**config.mk**
```make
export PLATFORM = sky130hd
export DESIGN_NAME = pc_fetch_sequencer
export DESIGN_NICKNAME = d
export VERILOG_FILES = /design/src/rtl/mips_pipe_pkg.sv /design/src/rtl/pc_target_calc.sv /design/src/rtl/pc_fetch_sequencer.sv
export SDC_FILE = /design/constraint.sdc
export NUM_CORES = 1
export LEC_CHECK = 0
export ABC_AREA = 1
export BUFFER_PORTS_ARGS = -buffer_cell sky130_fd_sc_hd__buf_4
export CORE_UTILIZATION = 40
export DETAILED_ROUTE_END_ITERATION = 6
export PLACE_DENSITY_LB_ADDON = 0.25
export SLEW_MARGIN = 0
export SYNTH_ARGS = -nofsm -noshare
export SYNTH_HDL_FRONTEND = slang
export SYNTH_SLANG_ARGS = --single-unit
```
**constraint.sdc**
```tcl
create_clock -name clk_i -period 2 [get_ports clk_i]
set_clock_uncertainty 0.15 [all_clocks]
set_input_delay 0.3 -clock clk_i [delete_from_list [all_inputs] [get_ports clk_i]]
set_output_delay 0.3 -clock clk_i [all_outputs]
set_load 0.01 [all_outputs]
```
**src/rtl/mips_pipe_pkg.sv**
```systemverilog
// Shared pipeline types for the fetch front end: address width, reset PC,
// sequencer state encoding and the next-PC select.
package mips_pipe_pkg;

    localparam int          PIPE_ADDR_W  = 32;
    localparam logic [31:0] RESET_PC_DEF = 32'h0000_0000;

    typedef enum logic {
        S_BOOT = 1'b0,
        S_RUN  = 1'b1
    } fsm_state_t;

    typedef enum logic [1:0] {
        PC_SEQ    = 2'd0,
        PC_BRANCH = 2'd1,
        PC_JUMP   = 2'd2,
        PC_HOLD   = 2'd3
    } pc_sel_t;

    // Word offset to byte offset; the two bits shifted out are dropped.
    function automatic logic [PIPE_ADDR_W-1:0] sl2(input logic [PIPE_ADDR_W-1:0] v);
        return {v[PIPE_ADDR_W-3:0], 2'b00};
    endfunction

endpackage

```
**src/rtl/pc_target_calc.sv**
```systemverilog
// Combinational redirect target formation: branch (PC+4 + offset*4) and
// J-type jump (upper PC+4 nibble, instr_index, word alignment).
module pc_target_calc
    import mips_pipe_pkg::*;
#(
    parameter int ADDR_W = PIPE_ADDR_W
) (
    input  logic [ADDR_W-1:0] br_pc4_i,
    input  logic [ADDR_W-1:0] br_imm_i,
    input  logic [ADDR_W-1:0] jmp_pc4_i,
    input  logic [25:0]       jmp_idx_i,
    output logic [ADDR_W-1:0] br_target_o,
    output logic [ADDR_W-1:0] jmp_target_o
);

    // Carry out of the top bit falls off naturally at ADDR_W width.
    assign br_target_o  = br_pc4_i + sl2(br_imm_i);
    assign jmp_target_o = {jmp_pc4_i[ADDR_W-1:ADDR_W-4], jmp_idx_i, 2'b00};

    logic unused_pc4_low;
    assign unused_pc4_low = ^jmp_pc4_i[ADDR_W-5:0];

endmodule

```
**src/rtl/pc_fetch_sequencer.sv**
```systemverilog
// Program counter owner for the 5-stage MIPS pipeline: next-PC selection,
// instruction-fetch request, IF/ID and ID/EX flush generation, redirect count.
module pc_fetch_sequencer
    import mips_pipe_pkg::*;
#(
    parameter int                 ADDR_W   = PIPE_ADDR_W,
    parameter logic [ADDR_W-1:0]  RESET_PC = RESET_PC_DEF,
    parameter int                 CNT_W    = 16
) (
    input  logic              clk_i,
    input  logic              rst_i,
    input  logic              stall_i,
    input  logic              br_valid_i,
    input  logic              br_taken_i,
    input  logic [ADDR_W-1:0] br_pc4_i,
    input  logic [ADDR_W-1:0] br_imm_i,
    input  logic              jmp_valid_i,
    input  logic [ADDR_W-1:0] jmp_pc4_i,
    input  logic [25:0]       jmp_idx_i,
    output logic              imem_req_o,
    input  logic              imem_gnt_i,
    output logic [ADDR_W-1:0] pc_o,
    output logic [ADDR_W-1:0] pc_plus4_o,
    output logic              if_flush_o,
    output logic              id_flush_o,
    output logic [CNT_W-1:0]  redirect_cnt_o
);

    fsm_state_t        state_q;
    logic [ADDR_W-1:0] pc_q, pc_d;
    logic [CNT_W-1:0]  cnt_q, cnt_d;
    logic [ADDR_W-1:0] br_target, jmp_target;
    pc_sel_t           pc_sel;
    logic              redirect;

    pc_target_calc #(
        .ADDR_W(ADDR_W)
    ) u_target (
        .br_pc4_i    (br_pc4_i),
        .br_imm_i    (br_imm_i),
        .jmp_pc4_i   (jmp_pc4_i),
        .jmp_idx_i   (jmp_idx_i),
        .br_target_o (br_target),
        .jmp_target_o(jmp_target)
    );

    assign pc_plus4_o = pc_q + ADDR_W'(4);

    // The resolving branch is older than the decoded jump, so it wins.
    always_comb begin
        pc_sel     = PC_HOLD;
        imem_req_o = 1'b0;
        if_flush_o = 1'b0;
        id_flush_o = 1'b0;
        if (state_q == S_RUN) begin
            if (br_valid_i && br_taken_i) begin
                pc_sel     = PC_BRANCH;
                if_flush_o = 1'b1;
                id_flush_o = 1'b1;
            end else if (jmp_valid_i) begin
                pc_sel     = PC_JUMP;
                if_flush_o = 1'b1;
            end else if (!stall_i) begin
                imem_req_o = 1'b1;
                pc_sel     = imem_gnt_i ? PC_SEQ : PC_HOLD;
            end
        end
    end

    always_comb begin
        pc_d = pc_q;
        unique case (pc_sel)
            PC_SEQ:    pc_d = pc_plus4_o;
            PC_BRANCH: pc_d = br_target;
            PC_JUMP:   pc_d = jmp_target;
            PC_HOLD:   pc_d = pc_q;
            default:   pc_d = pc_q;
        endcase
    end

    assign redirect = (pc_sel == PC_BRANCH) || (pc_sel == PC_JUMP);

    always_comb begin
        cnt_d = cnt_q;
        if (redirect && (cnt_q != {CNT_W{1'b1}})) begin
            cnt_d = cnt_q + CNT_W'(1);
        end
    end

    always_ff @(posedge clk_i or negedge rst_i) begin
        if (!rst_i) begin
            state_q <= S_BOOT;
            pc_q    <= RESET_PC;
            cnt_q   <= '0;
        end else begin
            state_q <= S_RUN;
            pc_q    <= pc_d;
            cnt_q   <= cnt_d;
        end
    end

    assign pc_o           = pc_q;
    assign redirect_cnt_o = cnt_q;

endmodule

```
==> results of run 1 <==
## critical path: stages, from the launching register on
cell     delay (ns)
dfrtp_2        0.45
nand2_4        0.09
nor3_4         0.27
buf_6          0.14
nand2_4        0.06
o21ai_0        0.32
nand2_2        0.11
buf_6          0.13
## state kept, by name, indices dropped and copies added, names as in the netlist
signal          count
pc_o               32
redirect_cnt_o     16
state_q             1
## synthesized netlist by cell type, drive strengths merged (2+ instances only)
library cell / count
o21ai: 38
o21bai: 3
nand3b: 4
nor4: 2
a31oi: 3
nor3b: 2
xnor2: 5
nand4: 14
ha: 34
xor2: 23
a21oi: 49
nand3: 77
o211ai: 10
buf: 6
nand2: 405
dfrtp: 49
nor3: 23
clkbuf: 16
inv: 165
and2: 2
or2: 5
nor2: 85
## cell usage in the layout (no fill, tap or decap), drive strengths merged, types with 3 or more instances in the layout
cell and n:
xor2 23, o21ai 38, or2 5, ha 34, nand3b 4, clkbuf 6, a31oi 3, nand3 77
nand2 405, inv 165, a21oi 49, nor3 23, o21bai 3, dfrtp 49, nor2 85, o211ai 10
xnor2 5, nand4 14, buf 356
## path summary, 6_finish.rpt
check                                          startpoint                        endpoint  cells after the start
min in group asynchronous                           rst_i  redirect_cnt_o[14]$_DFFE_PN0P_                      2
setup reg to reg                      pc_o[6]$_DFFE_PN0P_             pc_o[8]$_DFFE_PN0P_                     11
hold reg to reg            redirect_cnt_o[10]$_DFFE_PN0P_  redirect_cnt_o[10]$_DFFE_PN0P_                      1
setup / recovery                      pc_o[6]$_DFFE_PN0P_                  pc_plus4_o[16]                      7
hold / removal                                br_pc4_i[1]             pc_o[1]$_DFFE_PN0P_                      3
max in group asynchronous                           rst_i             pc_o[3]$_DFFE_PN0P_                      2
## stage by stage
stage / total power, mW / TNS, ns / instances / util (%)
3_5_place_dp: 5.02 / -6.50 / 1488 / 59.2
6_report: 7.17 / -5.64 / 1552 / 69.6
3_3_place_gp: 4.96 / -5.90 / 1488 / 59.2
4_1_cts: 6.44 / -3.44 / 1525 / 64.1
2_1_floorplan: 3.18 / 0 / 1029 / -
5_1_grt: 7.58 / -8.03 / 1552 / 69.6
## final cells by class
cell class              count  area [um^2]
multi-input cells         792         4620
flip-flops and latches     49         1230
fillers                  1198         4260
well taps                 180          225
inverters                 166          638
clock buffers               5          125
clock inverters             2         35.0
repair buffers            358         2900
## power by group
| part | switching [mW] | total [mW] | leakage [nW] | internal [mW] |
|---|---|---|---|---|
| combinational | 2.36 | 4.58 | 4.68 | 2.22 |
| sequential | 0.361 | 1.61 | 0.605 | 1.25 |
| clock | 0.392 | 0.973 | 0.0797 | 0.582 |
| total | 3.11 | 7.17 | 5.36 | 4.05 |
## layer usage
layer | share of wire (%) | up-vias
li1 | - | 3900
met1 | 41 | 3629
met2 | 47 | 406
met3 | 8.0 | 93
met4 | 4.2 | 0
met5 | 0 | -
## kinds of logic (layout without fill, tap and decap cells)
family / count (synthesis) / in the layout / synth area share [%]
other: 1 / 1 / 0.0643
adder cells (fa/ha/maj): 35 / 35 / 7.64
XOR/XNOR: 28 / 28 / 4.21
buffers and inverters: 188 / 531 / 12.3
AND/OR/NAND/NOR: 621 / 621 / 44.8
flip-flops: 49 / 49 / 21.0
AO/OA/AOI/OAI: 107 / 107 / 10.0
## timing repair
action                                  4_1_cts  5_1_grt
endpoints found under the hold margin        49        0
cloned                                        0        1
hold buffers                                  1        0
resized for setup                            84      163
endpoints found under the setup margin       53       64
buffers inserted                             30       29
pin swaps                                    28       54
==> out/results.ini, run 1 <==
[layout]
synthToLayoutAreaGrowth_pct=67.7
final_area_mm2=0.00978
nets=1536
layout-drive-gt1-share_pct=39.1
diodes=0

[critical_path]
rrSetupSlack_ns=-0.15
cp_max_fo=4
path_class=reg2out
arrival_ns=1.89
crit_path_end_kind=output pin
crit_path_start_kind=flip-flop
required_ns=1.55

[synth]
synth_cells=1029
synth.cell_area_mm2=0.00583
async_flop_share_pct=100
syn_area_per_cell_um2=5.67
synth_edf_count=0
synth_area_leaders=nand2_1 (26%), dfrtp_1 (21%), inv_1 (10%)
synth_top_area_share_pct=25.9
yosys_warnings=0
yosysUniqueCellTypes=43
synth-seq-area-share_pct=21.0
synth-seq-cells=49
synth_top_area_cell=nand2_1
synth.net_count=1193
synth_ff_type=dfrtp_1

[hold_path]
hp-class=in2reg

[cts]
cts_buffers=5
cts-root-buf=clkbuf_16
clockBufferDepth=2
cts_tree=built
clk_latency_ns=0.31
htreeDepth=2
clkSlewWorstSetupHoldPaths_ns=0.07
cts_num_sinks=49

[global_route]
grt_max_degree=50
grt_pass1_wl_um=33400
use_met3_pct=4.18
grt_util_met2_pct=49.1
grt_pass1_vias=7225
gr-usage-met1_pct=35.8
busiest_layer=met2
grt_usage_pct=28.3
overflow=0
antenna_found_initial=0

[floorplanning]
core.rowCount=43
io_pins=212
core_area_mm2=0.0140
die_y_um=123
start_util_pct=41.5
die_area_mm2=0.0151
die_x_um=123

[place]
portBuffers=181
finalWeightedCongestion=0.924
dpl-instance-area_mm2=0.00831
pre_cts_ws_ns=-0.346
hpwl_um=16700

[run_status]
failed_checks=setup timing
status=complete, but fails checks

[power]
leakagePower_nw=5.36
power_density_mw_per_mm2=733
ir_worst_vdd_uv=584

[drt]
drtPass1Iterations=5
drtIter0Drc=625
wl_um=23700
drc=0
routedWlPerCell_um=15.3
vias=8028
antenna_left=0
viasPerCell=5.17

[timing]
maxSlewHeadroom_pct=55.6
hold_viol=0
setup_ws_ns=-0.339
max_freq_mhz=428
period_share_pct=117
drv_slew=0
finalSetupViolCount=29
whs_ns=0.0763
worstMarginPinSlew_ns=0.665
rsz0062_at_grt=yes
fin_crit_ns=2.34

[run]
maxCapViolCount=0

Power figures use the tool's default switching activity.
==> inputs of run 2 (changes only) <==
==> constraint.sdc (replaced) <==
create_clock -name clk_i -period 2.6 [get_ports clk_i]
set_clock_uncertainty 0.15 [all_clocks]
set_input_delay 0.39 -clock clk_i [delete_from_list [all_inputs] [get_ports clk_i]]
set_output_delay 0.39 -clock clk_i [all_outputs]
set_load 0.01 [all_outputs]
==> run 2 against run 1 <==
The run now ends clean. Utilization fell by 15 points. Register-to-register slack improved by 0.47 ns. Sequential cell count did not move. Wire length fell by 18%. Combinational power fell by 49%. Via count fell by 14%. First-iteration DRC count fell by 25%. Cell count fell by 9.7%. Final area fell by 21%. Global-route usage fell by 2.2 points. Count of clock-buffer cells in the layout rose by 1. Sequential share of layout area rose by 3.3 points. Critical path type unchanged. Largest power group unchanged.
==> out/results.ini, run 2 (synthesized netlist as in run 1, its figures left out) <==
[drt]
drc=0  ; unchanged
vias=6944  ; -14%
top_layer=met4
viasPerCell=4.96  ; -4.2%
antenna_left=0  ; unchanged
drtIter0Drc=466  ; -25%
drtPass1Iterations=6  ; +1
wl_met1_um=8830  ; -8.9%
wl_um=19400  ; -18%
dr_wl_met2_um=8820  ; -20%
routedWlPerCell_um=13.9  ; -9.1%
dr_wl_met3_um=1480  ; -21%

[critical_path]
path_class=reg2out
cp_slowest_cell=dfrtp_2
crit_path_start_kind=flip-flop
cp_num_buf_inv=3  ; +1
cp_top_family=flip-flops
r2r_start=state_q$_DFF_PN0_
required_ns=2.06  ; +0.51 ns
rrSetupSlack_ns=0.32  ; +0.47 ns
arrival_ns=1.96  ; +0.07 ns
cp_max_fo=6  ; +2
crit_path_end_kind=output pin
cp_cell_sequence=ha_1 -> nand3_1 -> inv_1 -> nand2_1 -> inv_1 -> nand2_1 -> xor2_2 -> buf_4
slowest_delay_ns=0.46  ; about the same
timing.rr.end=pc_o[29]$_DFFE_PN0P_
rr_worst_depth=11  ; unchanged

[layout]
diodes=0  ; unchanged
nets=1384  ; -9.9%
post-route-util_pct=55.0  ; -15 points
final_area_mm2=0.00773  ; -21%
synthToLayoutAreaGrowth_pct=32.5
final_common_cell=nand2_1
largest_register_ff_count=32  ; unchanged
most-common-layout-cells=nand2_1 (403), buf_4 (202), inv_1 (163)
layout-drive-gt1-share_pct=19.2  ; -20 points

[global_route]
grt_pass1_wl_um=30700  ; -8.1%
grt_max_degree=50  ; unchanged
grt_usage_pct=26.1  ; -2.2 points
antenna_found_initial=0  ; unchanged
overflow=0  ; unchanged
grt_pass1_vias=6343  ; -12%

[cts]
cts-root-buf=clkbuf_16
clockBufferDepth=2  ; unchanged
clk_latency_ns=0.29  ; -0.02 ns
cts_tree=built
clkSlewWorstSetupHoldPaths_ns=0.07  ; about the same
cts_buffers=5  ; unchanged
cts_num_sinks=49  ; unchanged
htreeDepth=2  ; unchanged

[timing]
period_share_pct=96.3
hold_viol=0  ; unchanged
setup_ws_ns=0.0971  ; +0.436 ns
drv_slew=0  ; unchanged
max_freq_mhz=400
rsz0062_at_grt=no
timing.setup.tns_ns=0  ; +5.64 ns
maxSlewHeadroom_pct=57.0  ; +1.4 points
finalSetupViolCount=0  ; -100%
worstMarginPinSlew_ns=0.645  ; -0.0204 ns
fin_crit_ns=2.50

[floorplanning]
start_util_pct=41.5  ; unchanged
die_x_um=123  ; unchanged
die_y_um=123  ; unchanged
core.rowCount=43  ; unchanged
die_area_mm2=0.0151  ; unchanged
core_area_mm2=0.0140  ; unchanged
io_pins=212  ; unchanged

[hold_path]
whs_path_depth=3  ; unchanged
hp-class=in2reg
hold_path_startpoint=br_pc4_i[0]
hold_end=pc_o[0]$_DFFE_PN0P_

[power]
ir_worst_vdd_uv=390  ; -33%
power_density_mw_per_mm2=558  ; -24%
total_power_mw=4.31  ; -40%
leakagePower_nw=4.38  ; -18%

[place]
hpwl_um=16300  ; -2.9%
portBuffers=181  ; unchanged
dpl-instance-area_mm2=0.00754  ; -9.2%
pre_cts_ws_ns=0.122  ; +0.467 ns
finalWeightedCongestion=0.930  ; +0.74%

[run_status]
status=completed

[run]
maxCapViolCount=0  ; unchanged

-- run 2: routing by layer --
metal | up-vias | GRT usage [%]
met5 | - | 0
met4 | 0 | 4.95
met3 | 22 | 4.51
met2 | 247 | 44.2
met1 | 3070 | 34.7
li1 | 3605 | -
-- run 2: how the worst max path moves through the flow --
stage / start / to / depth (start not counted)
finish: pc_o[2]$_DFFE_PN0P_ / pc_plus4_o[26] / 8
global route: pc_o[12]$_DFFE_PN0P_ / pc_plus4_o[14] / 6
CTS: pc_o[2]$_DFFE_PN0P_ / pc_plus4_o[26] / 8
detailed placement: br_valid_i / pc_o[13]$_DFFE_PN0P_ / 12
global placement: br_imm_i[0] / pc_o[22]$_DFFE_PN0P_ / 16
floorplan: br_valid_i / pc_o[5]$_DFFE_PN0P_ / 12
-- run 2: area by class of cell --
class | instances | area, um^2
multi-input combinational | 792 | 3900
clock inverter | 2 | 38.8
timing repair buffer | 206 | 1590
clock buffer | 6 | 129
fill | 1452 | 6310
sequential | 49 | 1230
inverter | 166 | 623
tap | 180 | 225
-- run 2: timing repair --
action,in CTS,in global routing
endpoints found under the setup margin,0,2
resized for setup,0,3
hold endpoints to repair,2,0
setup buffers,0,0
hold buffers,1,0
-- run 2: tightest hold or removal path, stage by stage --
cell and delay, ns:
buf_4 0.08, nand3_1 0.06, nand2_1 0.06
-- run 2: power by group --
group | switching, mW | total (mW) | leakage [nW] | internal (mW)
Clock | 0.289 | 0.746 | 0.0810 | 0.456
Sequential | 0.291 | 1.25 | 0.610 | 0.956
Combinational | 1.31 | 2.32 | 3.69 | 1.02
Total | 1.89 | 4.31 | 4.38 | 2.43
-- run 2: through the flow --
| stage | cells | hold WS [ns] |
|---|---|---|
| floorplan | 1029 | -0.0556 |
| global placement | 1392 | 0.309 |
| detailed placement | 1392 | 0.308 |
| CTS | 1401 | 0.186 |
| global route | 1401 | 0.190 |
| finish | 1401 | 0.184 |
